$ cat src/rtl/instr_fetch.sv
`default_nettype none
// ============================================================================
// Module      : instr_fetch
// Description : Instruction-fetch stage. Owns the PC, fetches words over a
//               req/ack handshake, buffers a word across hazard stalls, and
//               drains abandoned requests after a redirect. Presents an
//               all-zero bubble to IF/ID when no instruction is available.
// Revision    : 1.0 - initial release
// ============================================================================
module instr_fetch #(
  parameter logic [31:0] RESET_PC = 32'h0000_0000
) (
  input  logic        clk,
  input  logic        reset,
  input  logic        stall,
  input  logic        redirect,
  input  logic [31:0] redirect_target,
  output logic        imem_req,
  output logic [31:0] imem_addr,
  input  logic        imem_ack,
  input  logic [31:0] imem_rdata,
  output logic [31:0] instr_out,
  output logic [31:0] PC_4_out,
  output logic        fetch_busy
);

  // REQ  : request outstanding at pc
  // HOLD : word fetched for pc, waiting for IF/ID to accept it
  // DRAIN: finishing a request abandoned by a redirect (response dropped)
  typedef enum logic [1:0] {
    ST_REQ   = 2'd0,
    ST_HOLD  = 2'd1,
    ST_DRAIN = 2'd2
  } state_t;

  state_t      state_q;
  logic [31:0] pc_q;
  logic [31:0] buf_instr_q;
  logic [31:0] drain_addr_q;

  logic [31:0] w_target;
  logic [31:0] w_pc_plus4;
  logic        w_avail;
  logic [31:0] w_instr;

  // Redirect targets are word aligned; the low bits are simply cleared.
  assign w_target   = redirect_target & 32'hFFFF_FFFC;
  assign w_pc_plus4 = pc_q + 32'd4;

  // An instruction is available on a fresh ack in REQ or from the buffer in
  // HOLD, but never on a redirect cycle (IF/ID is being flushed then).
  always_comb begin
    w_avail = 1'b0;
    w_instr = 32'h0;
    if (!reset && !redirect) begin
      if (state_q == ST_REQ && imem_ack) begin
        w_avail = 1'b1;
        w_instr = imem_rdata;
      end else if (state_q == ST_HOLD) begin
        w_avail = 1'b1;
        w_instr = buf_instr_q;
      end
    end
  end

  // Output drive: all-zero bubble while in reset or with nothing to present.
  always_comb begin
    imem_req   = 1'b0;
    imem_addr  = 32'h0;
    instr_out  = 32'h0;
    PC_4_out   = 32'h0;
    fetch_busy = 1'b1;
    if (!reset) begin
      case (state_q)
        ST_REQ: begin
          imem_req  = 1'b1;
          imem_addr = pc_q;
        end
        ST_DRAIN: begin
          imem_req  = 1'b1;
          imem_addr = drain_addr_q;
        end
        default: begin
          imem_req  = 1'b0;
          imem_addr = pc_q;
        end
      endcase
      if (w_avail) begin
        instr_out  = w_instr;
        PC_4_out   = w_pc_plus4;
        fetch_busy = 1'b0;
      end
    end
  end

  // Fetch FSM with PC, stall buffer and drain-address registers.
  always_ff @(posedge clk) begin
    if (reset) begin
      state_q      <= ST_REQ;
      pc_q         <= RESET_PC;
      buf_instr_q  <= 32'h0;
      drain_addr_q <= 32'h0;
    end else begin
      case (state_q)
        ST_REQ: begin
          if (redirect) begin
            pc_q <= w_target;
            if (!imem_ack) begin
              // Request still open: keep its address stable until it acks.
              drain_addr_q <= pc_q;
              state_q      <= ST_DRAIN;
            end
          end else if (imem_ack && !stall) begin
            pc_q <= w_pc_plus4;
          end else if (imem_ack) begin
            buf_instr_q <= imem_rdata;
            state_q     <= ST_HOLD;
          end
        end
        ST_HOLD: begin
          if (redirect) begin
            pc_q        <= w_target;
            buf_instr_q <= 32'h0;
            state_q     <= ST_REQ;
          end else if (!stall) begin
            pc_q    <= w_pc_plus4;
            state_q <= ST_REQ;
          end
        end
        ST_DRAIN: begin
          if (redirect) begin
            pc_q <= w_target;
          end
          if (imem_ack) begin
            state_q <= ST_REQ;
          end
        end
        default: begin
          state_q <= ST_REQ;
        end
      endcase
    end
  end

endmodule
`default_nettype wire

$ cat config.mk
export PLATFORM = sky130hd
export DESIGN_NAME = instr_fetch
export DESIGN_NICKNAME = d
export VERILOG_FILES = /design/src/rtl/instr_fetch.sv
export SDC_FILE = /design/constraint.sdc
export NUM_CORES = 1
export LEC_CHECK = 0
export CAP_MARGIN = 10
export CORE_MARGIN = 1
export CORE_UTILIZATION = 52
export DETAILED_ROUTE_END_ITERATION = 6
export MAX_ROUTING_LAYER = met4
export PLACE_DENSITY = 0.88
export SETUP_SLACK_MARGIN = 0.3
export SYNTH_ARGS = -nofsm -noshare
export SYNTH_HDL_FRONTEND = slang
export SYNTH_SLANG_ARGS = --single-unit
$ cat constraint.sdc
create_clock -name clk -period 4.1 [get_ports clk]
set_clock_uncertainty 0.2 [all_clocks]
set_input_delay 0.82 -clock clk [delete_from_list [all_inputs] [get_ports clk]]
set_output_delay 0.82 -clock clk [all_outputs]
set_load 0.01 [all_outputs]
Word level (Yosys, flattened, before mapping)
Cells that the tools add are included.

operators by class
  $add $sub $neg = 1
  eq/ne operators = 13
  muxes and demuxes = 35
  bitwise gates (word level) = 1
  reduce and logical (&&, ||, !) cells = 14

operator list
  kind                                                  count
  two-way mux 32 bit                                    18
  case mux 32 bit (3 select lines)                      1
  case mux 32 bit (2 select lines)                      1
  adder 32 x 3 -> 32 bit (second input constant)        1
  two-way mux 2 bit                                     7
  != test 2 bit (second input constant)                 6
  != test 3 bit (second input constant)                 4
  AND reduction 5 bit                                   2
  two-way mux 1 bit                                     7
  case mux 2 bit (3 select lines)                       1
  AND reduction 4 bit                                   1
  logical AND 1 bit                                     3
  logical NOT 1 bit                                     3
  != test 3 x 2 -> 1 bit (second input constant)        1
  AND reduction 3 bit                                   1
  nonzero test 3 bit                                    1
  equality test 2 x 1 -> 1 bit (second input constant)  1
  equality test 2 bit (second input constant)           1
  logical NOT 2 bit                                     1
  nonzero test 2 bit                                    1
  OR reduction 2 bit                                    1
  inverter 1 bit                                        1

word-level totals
  register bits = 98
  input bits = 69
  output and inout port bits = 98
  word-level logic and storage cells = 68

Longest topological paths before layout
  word-level depth = 6
  gate-level depth with buffers = 7
  mapped depth without buffers = 6

Worst setup path after synthesis
OpenSTA, ideal clock, no wires.

  path kind = in2out
  start point = input redirect
  end point = output instr_out[24]
  data arrival time = 2134 ps
  required time = 3080 ps
  setup slack = 946 ps
  cell stages on the path = 6
  path buffers = 3
  cell sequence = clkbuf_1 -> clkbuf_1 -> nor2_1 -> o21ai_1 -> clkbuf_1 -> nor2_1

on the way
  cells in the longest elaborated chain, start to end = 5
  elaborated cells between the ends (all ways) = 6
  classes of those cells = 4 x mux; 2 x reduce/logical

RTL lines
  item                                                            line  source
  start: declaration                                              16    input logic redirect,
  logical NOT 1 bit (*)                                           55    if (!reset && !redirect) begin
  logical AND 1 bit (*)                                           55
  two-way mux 32 bit / two-way mux 1 bit (equally long branches)  55
  two-way mux 32 bit (*)                                          88    if (w_avail) begin
  two-way mux 32 bit (*)                                          73    if (!reset) begin
  end: declaration                                                22    output logic [31:0] instr_out,

Mark *: on every way between the ends. The rest lies on a longest branch, timed or not.

Worst setup path after layout
  start point = register pc_q[19]
  end point = output PC_4_out[31]

on the way
  cells in the longest elaborated chain, start to end = 3

RTL lines
  item                      line  source
  start: declaration        37    logic [31:0] pc_q;
  start signal: assignment  107   pc_q <= w_target;
  start signal: assignment  114   pc_q <= w_pc_plus4;
  start signal: assignment  122   pc_q <= w_target;
  adder 32 x 3 -> 32 bit    48    assign w_pc_plus4 = pc_q + 32'd4;
  two-way mux 32 bit        88
  two-way mux 32 bit        73
  end: declaration          23    output logic [31:0] PC_4_out,

No other way between the ends.

==> flow_summary.json <==
{
  "wl_per_cell_um": 16.4,
  "path_buf_inv": 1,
  "multi_input_area_um2": 3480,
  "antenna_found_initial": 0,
  "die_h_um": 107,
  "synth.avg_cell_area_um2": 6.74,
  "cts_buffers": 9,
  "period_minus_slack_ps": 3750,
  "clock_path_buffers": 2,
  "cts_root_buffer": "clkbuf_8",
  "critPathLaunchType": "register",
  "rsz0062_at_grt": "true",
  "final_common_cell": "nand2_1",
  "synthToLayoutAreaGrowth_pct": 34.3,
  "die_area_um2": 11300,
  "gp_congestion": 0.827,
  "ir_worst_vdd_v": 0.000191,
  "grt_overflow": 0,
  "initial_core_util": 0.543,
  "reg2reg_slack_ps": 1540,
  "die_width_um": 107,
  "maxCapViolCount": 0,
  "hold-worst-slack_ps": 257,
  "final_nets": 1027,
  "worstPathArrival_ps": 2730,
  "outcome": "complete, no violations",
  "fillers": 885,
  "dp_cells": 1077,
  "wl_um": 18000,
  "ys.flop_type": "dfxtp_1",
  "drc": 0,
  "drtAntennaViolNets": 0,
  "clock_latency_ps": 370,
  "setup_ws_ps": 351,
  "portBuffers": 160,
  "synth_area_um2": 5680,
  "drtIter0Drc": 608,
  "register_area_um2": 1900,
  "p_per_area_nw_per_um2": 273,
  "setup_violations": 0,
  "worstPathRequired_ps": 3080,
  "cp_max_fo": 8,
  "synthArstFlopShare": 0,
  "hp-class": "register to register",
  "fin_tns_setup_ps": 0,
  "maxSlewViolCount": 0,
  "critPathSlowestCell": "clkdlybuf4s50_1",
  "synth_cell_types": 54,
  "htree_levels": 3,
  "crit_chain": "nand3_2 -> nor3_1 -> nand4_1 -> or3_1 -> a21oi_1 -> clkdlybuf4s50_1",
  "instances_no_fill": 1098,
  "place_ws_ps": 361,
  "cts_tree": "done",
  "crit_family": "simple AND/OR/NAND/NOR gates",
  "synth-seq-cells": 94,
  "diodes": 0,
  "fin_crit_sh": 0.914,
  "ios": 167,
  "layout_common_cells": "nand2_1, clkdlybuf4s50_1, a21oi_1, dfxtp_1, nor2_1",
  "clock_sinks": 94,
  "synth_warnings": 0,
  "postPlaceCellArea_um2": 7360,
  "final_area_um2": 7630,
  "worst_path_largest_cell_delay_ps": 550,
  "drive_above_1_share": 0.0863,
  "num_vias": 6577,
  "p_leak_nw": 2.45,
  "fin_util": 0.729,
  "crit_type": "register to output port",
  "finalPower_mw": 2.08,
  "dp_hpwl_um": 12100,
  "via_per_inst": 5.99,
  "yosysSeqAreaShare": 0.331,
  "relSlewSlack": 0.417,
  "cts.clk_slew.worst_paths_ps": 100,
  "num_rows": 37,
  "cp-end-kind": "output port",
  "dr.pass1.iters": 6,
  "synth_edf_count": 0,
  "grt_pass1_wl_um": 28300,
  "fmax_mhz": 267,
  "core_area_um2": 10500,
  "syn_inst": 843,
  "grt_usage": 0.317,
  "grt_pass1_vias": 5857,
  "tightest_slew_ps": 870,
  "finalHoldViolations": 0,
  "grt_max_degree": 46
}
worst register-to-register path: stages (launching register included):
cell and delay (ps):
dfxtp_1 680, nand2b_1 320, buf_4 370, nand2b_1 130
buf_4 250, a22o_1 280, a22oi_1 190, nor2_1 50
synthesized netlist by cell type (all sizes together) (4+ instances only):
cell type | number | area share
xor2 | 16 | 0.025
nor2 | 81 | 0.054
nand2b | 9 | 0.0099
o31ai | 4 | 0.0053
nand3 | 60 | 0.056
a22o | 5 | 0.0077
a22oi | 45 | 0.059
and3 | 5 | 0.0055
a21o | 6 | 0.0079
dfxtp | 94 | 0.33
or4 | 5 | 0.0066
clkbuf | 77 | 0.051
o21ai | 27 | 0.024
a31oi | 13 | 0.014
nand2 | 182 | 0.12
a21oi | 113 | 0.10
nand4 | 11 | 0.012
nor3 | 16 | 0.015
nor4 | 9 | 0.015
or3 | 7 | 0.0077
buf | 20 | 0.018
xnor2 | 8 | 0.012
repair_timing:
action / in CTS / in global routing
pin swaps: 2 / 1
resized for setup: 5 / 12
hold buffers: 0 / 0
cloned: 0 / 0
setup buffers: 4 / 1
setup endpoints to repair: 6 / 17
path summary, 6_finish.rpt:
check	start	end	cells after the start
max	pc_q[19]	PC_4_out[31]	6
min	buf_instr_q[22]	buf_instr_q[22]	2
max reg2reg	state_q[0]	pc_q[15]	7
min reg2reg	buf_instr_q[22]	buf_instr_q[22]	2
metal layers:
metal	GRT usage	share of wire	vias to the layer above
met2	0.503	0.47	352
met5	-	0	-
li1	-	-	3142
met1	0.403	0.41	3033
met3	0.0460	0.085	50
met4	0.138	0.033	0
power by group:
group / total (mW) / internal [mW] / switching [mW]
clock network: 0.639 / 0.287 / 0.352
logic: 0.430 / 0.201 / 0.230
registers: 1.01 / 0.955 / 0.0579
kinds of logic after synthesis:
family | synth area share
AO/OA/AOI/OAI | 0.238
XOR/XNOR | 0.0370
adder cells (fa/ha/maj) | 0.00220
AND/OR/NAND/NOR | 0.320
flip-flops | 0.331
other | 0.000660
buffers and inverters | 0.0707
final cells by class:
| cell class | instances | share of cell area |
|---|---|---|
| multi-input cells | 653 | 0.456 |
| flip-flops and latches | 94 | 0.249 |
| repair buffers | 197 | 0.247 |
| well taps | 136 | 0.0223 |
| clock buffers | 10 | 0.0167 |
| clock inverters | 6 | 0.00902 |
| inverters | 2 | 0.000984 |
registers in the layout, summed over array words and instances (netlist names):
register,count
drain_addr_q,30
buf_instr_q,32
state_q,2
pc_q,30
(Power assumes the default switching activity.)
